**config.mk**
```make
export PLATFORM = sky130hd
export DESIGN_NAME = fwrdk2j
export DESIGN_NICKNAME = d
export VERILOG_FILES = /design/src/rtl/fwrdk2j_pkg.sv /design/src/rtl/fwrdk2j_cordic_stage.sv /design/src/rtl/fwrdk2j.sv
export SDC_FILE = /design/constraint.sdc
export NUM_CORES = 2
export LEC_CHECK = 0
export ABC_AREA = 0
export CAP_MARGIN = 20
export CORE_AREA = 2 2 349 351
export DETAILED_ROUTE_END_ITERATION = 7
export DIE_AREA = 0 0 351 353
export MAX_ROUTING_LAYER = met4
export PLACE_DENSITY = 0.46
export REMOVE_ABC_BUFFERS = 1
export SKIP_LAST_GASP = 1
export SYNTH_ARGS = -nofsm -noshare
export SYNTH_HDL_FRONTEND = slang
export SYNTH_SLANG_ARGS = --single-unit
```
**constraint.sdc**
```tcl
create_clock -name clk -period 14.8 [get_ports clk]
set_clock_uncertainty 0.05 [all_clocks]
set_input_delay 2.96 -clock clk [delete_from_list [all_inputs] [get_ports clk]]
set_output_delay 2.96 -clock clk [all_outputs]
set_load 0.02 [all_outputs]
```
**src/rtl/fwrdk2j_pkg.sv**
```systemverilog
// Shared constants, FSM state type and helpers for the fwrdk2j
// two-link forward-kinematics CORDIC engine.
package fwrdk2j_pkg;

  localparam logic signed [31:0] PI      = 32'sd205887;
  localparam logic signed [31:0] HALF_PI = 32'sd102944;
  localparam logic signed [31:0] X0      = 32'sd19898;

  localparam logic signed [31:0] ATAN_TAB [16] = '{
    32'sd51472, 32'sd30386, 32'sd16055, 32'sd8150,
    32'sd4091,  32'sd2047,  32'sd1024,  32'sd512,
    32'sd256,   32'sd128,   32'sd64,    32'sd32,
    32'sd16,    32'sd8,     32'sd4,     32'sd2
  };

  typedef enum logic [1:0] {
    S_IDLE,
    S_ITER,
    S_DONE
  } state_t;

  function automatic logic signed [31:0] atan_q16(input logic [4:0] i);
    logic [3:0] idx;
    idx = i[3:0];
    return (i < 5'd16) ? ATAN_TAB[idx] : '0;
  endfunction

  function automatic logic signed [31:0] clamp_angle(input logic signed [31:0] a);
    if (a < 0)
      return '0;
    else if (a > HALF_PI)
      return HALF_PI;
    else
      return a;
  endfunction

endpackage

```
**src/rtl/fwrdk2j_cordic_stage.sv**
```systemverilog
// One rotation-mode CORDIC micro-rotation; purely combinational.
module fwrdk2j_cordic_stage
  import fwrdk2j_pkg::*;
(
  input  logic signed [31:0] x,
  input  logic signed [31:0] y,
  input  logic signed [31:0] z,
  input  logic        [4:0]  i,
  output logic signed [31:0] xn,
  output logic signed [31:0] yn,
  output logic signed [31:0] zn
);

  logic signed [31:0] xs;
  logic signed [31:0] ys;
  logic signed [31:0] at;

  always_comb begin
    xs = x >>> i;
    ys = y >>> i;
    at = atan_q16(i);
    if (!z[31]) begin
      xn = x - ys;
      yn = y + xs;
      zn = z - at;
    end else begin
      xn = x + ys;
      yn = y - xs;
      zn = z + at;
    end
  end

endmodule

```
**src/rtl/fwrdk2j.sv**
```systemverilog
// Two-link planar forward kinematics (l1 = l2 = 0.5) using two lockstep
// CORDIC rotators, one iteration per clock.
module fwrdk2j
  import fwrdk2j_pkg::*;
#(
  parameter int ITERS = 16,
  parameter int FRAC  = 16
) (
  input  logic        clk,
  input  logic        rst,
  input  logic        in_valid,
  output logic        in_ready,
  input  logic [31:0] in0,
  input  logic [31:0] in1,
  output logic        out_valid,
  output logic [31:0] out0,
  output logic [31:0] out1
);

  if (ITERS < 12 || ITERS > 16) begin : g_iters_chk
    $error("fwrdk2j: ITERS must be in 12..16");
  end
  if (FRAC != 16) begin : g_frac_chk
    $error("fwrdk2j: constant tables are Q15.16 only");
  end

  localparam logic [4:0] CNT_LAST = 5'(ITERS - 1);

  state_t             state;
  logic        [4:0]  cnt;
  logic               neg_b;
  logic signed [31:0] xa, ya, za;
  logic signed [31:0] xb, yb, zb;
  logic signed [31:0] xa_n, ya_n, za_n;
  logic signed [31:0] xb_n, yb_n, zb_n;

  logic signed [31:0] ang_a;
  logic signed [31:0] ang_sum;
  logic signed [31:0] ang_b;
  logic               fold;
  logic signed [31:0] res_x;
  logic signed [31:0] res_y;

  // B beyond pi/2 is rotated by -pi so CORDIC stays in range; the result
  // sign is restored when the two links are combined.
  always_comb begin
    ang_a   = clamp_angle(in0);
    ang_sum = ang_a + clamp_angle(in1);
    fold    = ang_sum > HALF_PI;
    ang_b   = fold ? (ang_sum - PI) : ang_sum;
  end

  always_comb begin
    res_x = neg_b ? (xa - xb) : (xa + xb);
    res_y = neg_b ? (ya - yb) : (ya + yb);
  end

  fwrdk2j_cordic_stage u_stage_a (
    .x (xa),
    .y (ya),
    .z (za),
    .i (cnt),
    .xn(xa_n),
    .yn(ya_n),
    .zn(za_n)
  );

  fwrdk2j_cordic_stage u_stage_b (
    .x (xb),
    .y (yb),
    .z (zb),
    .i (cnt),
    .xn(xb_n),
    .yn(yb_n),
    .zn(zb_n)
  );

  always_ff @(posedge clk) begin
    if (rst) begin
      state     <= S_IDLE;
      cnt       <= '0;
      neg_b     <= 1'b0;
      xa        <= '0;
      ya        <= '0;
      za        <= '0;
      xb        <= '0;
      yb        <= '0;
      zb        <= '0;
      in_ready  <= 1'b1;
      out_valid <= 1'b0;
      out0      <= '0;
      out1      <= '0;
    end else begin
      out_valid <= 1'b0;
      unique case (state)
        S_IDLE: begin
          if (in_valid) begin
            xa       <= X0;
            ya       <= '0;
            za       <= ang_a;
            xb       <= X0;
            yb       <= '0;
            zb       <= ang_b;
            neg_b    <= fold;
            cnt      <= '0;
            in_ready <= 1'b0;
            state    <= S_ITER;
          end
        end
        S_ITER: begin
          xa <= xa_n;
          ya <= ya_n;
          za <= za_n;
          xb <= xb_n;
          yb <= yb_n;
          zb <= zb_n;
          if (cnt == CNT_LAST) begin
            cnt   <= '0;
            state <= S_DONE;
          end else begin
            cnt <= cnt + 5'd1;
          end
        end
        S_DONE: begin
          out0      <= res_x;
          out1      <= res_y;
          out_valid <= 1'b1;
          in_ready  <= 1'b1;
          state     <= S_IDLE;
        end
        default: state <= S_IDLE;
      endcase
    end
  end

endmodule

```
==> impl_metrics.toml <==
[outcome]
status = "completed"

[cts]
clock_sinks = 266
ctsHoldBuffers = 0
cts_buffer_depth = 3
htree_levels = 2
cts_buffers = 40
clk_latency_ns = 0.61
cts_tree = "built"
cts.repair.resized = 0
cts_setup_buffers = 0
clockRootBuffer = "clkbuf_16"
path_clk_slew_ns = 0.06

[logic_synthesis]
synth-seq-area-share = 0.149
ys_seq_elements = 266
ys_warn_count = 0
ys_types = 121
synth_edf_count = 0
netlist_instances = 4550
syn_avg_cell_area_sq_um = 7.85
async_reset_ff_frac = 0
syn-cell-area_sq_um = 35700
synth_flop_cell = "dfxtp_1"

[setup_path]
path_cells = "clkdlybuf4s50_1, or4_1, or4_1, nand3b_1, a31oi_1, buf_4, and2_1, ha_1, a211oi_1, o21bai_1, a2111oi_0, nor3_1, o211ai_1, o41ai_1, a211oi_1, o211a_1, o31ai_4, buf_4, nor4_1, xor2_1, a2111oi_1"
worstPathArrival_ns = 9.17
cpPeakStageDelay_ns = 0.57
cp_top_family = "compound AO/OA/AOI/OAI gates"
regToRegEndpoint = "xb[30]"
critPathRequiredTime_ns = 15.24
slowest_stage = "a2111oi_0"
setup.worst_path.end_class = "flip-flop"
path_class = "in -> reg"
cp-start-kind = "input pin"
rr_startpoint = "cnt[0]"
rrSetupSlack_ns = 6.07
worst-path-buf-inv = 3
reg2reg_depth = 25
cp_max_fo = 34

[drt]
routed_via_density = 5.65
drt-initial-drc-count = 3047
drtPass1Iterations = 6
ant_nets = 0
wirelength_mm = 141
wl_per_cell_microns = 22.7
vias = 35000
drc = 0

[die]
die_h_microns = 353
dieArea_sq_um = 124000
start_util = 0.296
ios = 133
rows = 128
die_w_microns = 351
coreArea_sq_um = 121000

[power_and_ir_drop]
power.density_nw_per_um2 = 235
total_power_w = 0.00931
p_leak_nw = 16.3
ir_drop_uv = 95.1

[timing]
slew_violations = 0
min_period_ns = 8.73
fin_tns_setup_ns = 0
fmax_mhz = 115
relSlewSlack = 0.243
setup_viol = 0
rsz0062_at_grt = "no"
hold_viol_final = 0
worstMarginPinSlew_ns = 1.13
fin_crit_sh = 0.590

[final_layout]
syn_to_final_growth_pct = 11.0
mostFrequentLayoutCells = "499 x nor2_1, 386 x a21oi_1, 370 x nand2_1"
drive_gt1_frac = 0.0819
final_common_cell = "nor2_1"
layout.nets = 4908

[min_path]
min_path_cells = 2
holdCritPathClass = "reg -> reg"
min_from = "in_ready"
whs_endpoint = "in_ready"

[placement]
io_buffer_count = 132
gp_congestion = 0.976
dpl.hpwl_mm = 107

[global_routing]
grt_antenna_before_repair = 1
grt.total_usage = 0.227
grt_max_degree = 105
grt.overflow.total = 0
grt_pass1_wl_mm = 211
grt_pass1_vias = 32600

[flow_run]
drv_cap = 0
worst min-delay path, cell delays in order (launching register included):
cell	delay (ns)
dfxtp_1	0.31
nand2_1	0.05
nand2_1	0.04
through the flow:
stage               instance area (sq um)  cells   util  hold WS, ns  setup slack (ns)
floorplan                           34600   4311      -        0.376              3.52
global placement                    38400   6118  0.318        0.385              5.35
detailed placement                  38400   6118  0.318        0.390              5.38
CTS                                 39700   6189  0.329        0.399              6.03
global route                        39700   6189  0.329        0.415              5.42
finish                              39700   6190  0.329        0.394              6.07
layer usage:
layer	up-vias	global-route usage	wire length, microns
met5	-	-	0
met4	0	0.0694	4590
met3	197	0.0258	7840
met2	1089	0.358	64500
met1	16900	0.302	63900
li1	16800	-	-
state kept, by name, summed over array words and instances (netlist names):
name / cells
state: 2
za: 32
zb: 32
ya: 32
yb: 32
neg_b: 1
out1: 32
out0: 32
xa: 32
cnt: 5
out_valid: 1
xb: 32
in_ready: 1
how the worst max path moves through the flow:
| stage | depth (start not counted) | end | from |
|---|---|---|---|
| 2_1_floorplan | 24 | zb[29] | cnt[0] |
| 3_3_place_gp | 21 | zb[24] | in0[14] |
| 3_5_place_dp | 21 | zb[24] | in0[14] |
| 4_1_cts | 21 | zb[24] | in0[14] |
| 5_1_grt | 22 | yb[31] | cnt[0] |
| 6_report | 21 | zb[24] | in0[13] |
layout make-up:
class	instances	area, sq um
well taps	1625	2030
clock inverters	15	114
multi-input cells	3905	28800
clock buffers	56	1150
fillers	12800	80900
diodes	1	2.50
repair buffers	182	1710
flip-flops and latches	266	5350
inverters	140	529
power by group:
group	total, W	internal, W	switching, W
Combinational	0.00711	0.00304	0.00407
Sequential	0.00124	0.000873	0.000370
Clock	0.000958	0.000559	0.000398
Total	0.00931	0.00448	0.00483
Yosys cell counts, drive strengths merged (11+ instances only):
library cell	n	area, sq um
a211oi	53	413
and3	41	257
nand3	75	380
o21ai	267	1340
buf	91	572
nor4b	11	118
o31ai	36	317
clkbuf	173	689
a22o	20	175
nand4	23	144
nor2b	44	275
nor3b	14	121
mux2i	84	845
a221oi	16	140
xor2	153	1340
o21bai	48	372
a31oi	74	463
nor3	129	657
or3	19	119
mux2	44	495
o21a	65	488
ha	297	3720
o31a	11	96.3
or2	17	109
nand2	371	1390
a21oi	388	1950
a2111oi	23	246
o211ai	32	240
a22oi	60	450
xnor2	278	2430
nor2	505	1900
mux4	148	3410
a311oi	12	105
dfxtp	266	5330
a211o	14	124
o22ai	28	181
or4	11	86.3
nand2b	57	357
nor4	32	206
and2	68	428
inv	139	522
a21o	130	977
nand3b	16	133
cells by family after synthesis:
group | Yosys count | share of synthesized area
xor+xnor | 431 | 0.106
compound gates | 1405 | 0.259
fa+ha+maj | 306 | 0.109
mux | 276 | 0.133
simple gates | 1459 | 0.194
buf+inv | 406 | 0.0505
flops | 266 | 0.149
other cells | 1 | 0.000105
Power figures use the tool's default switching activity.
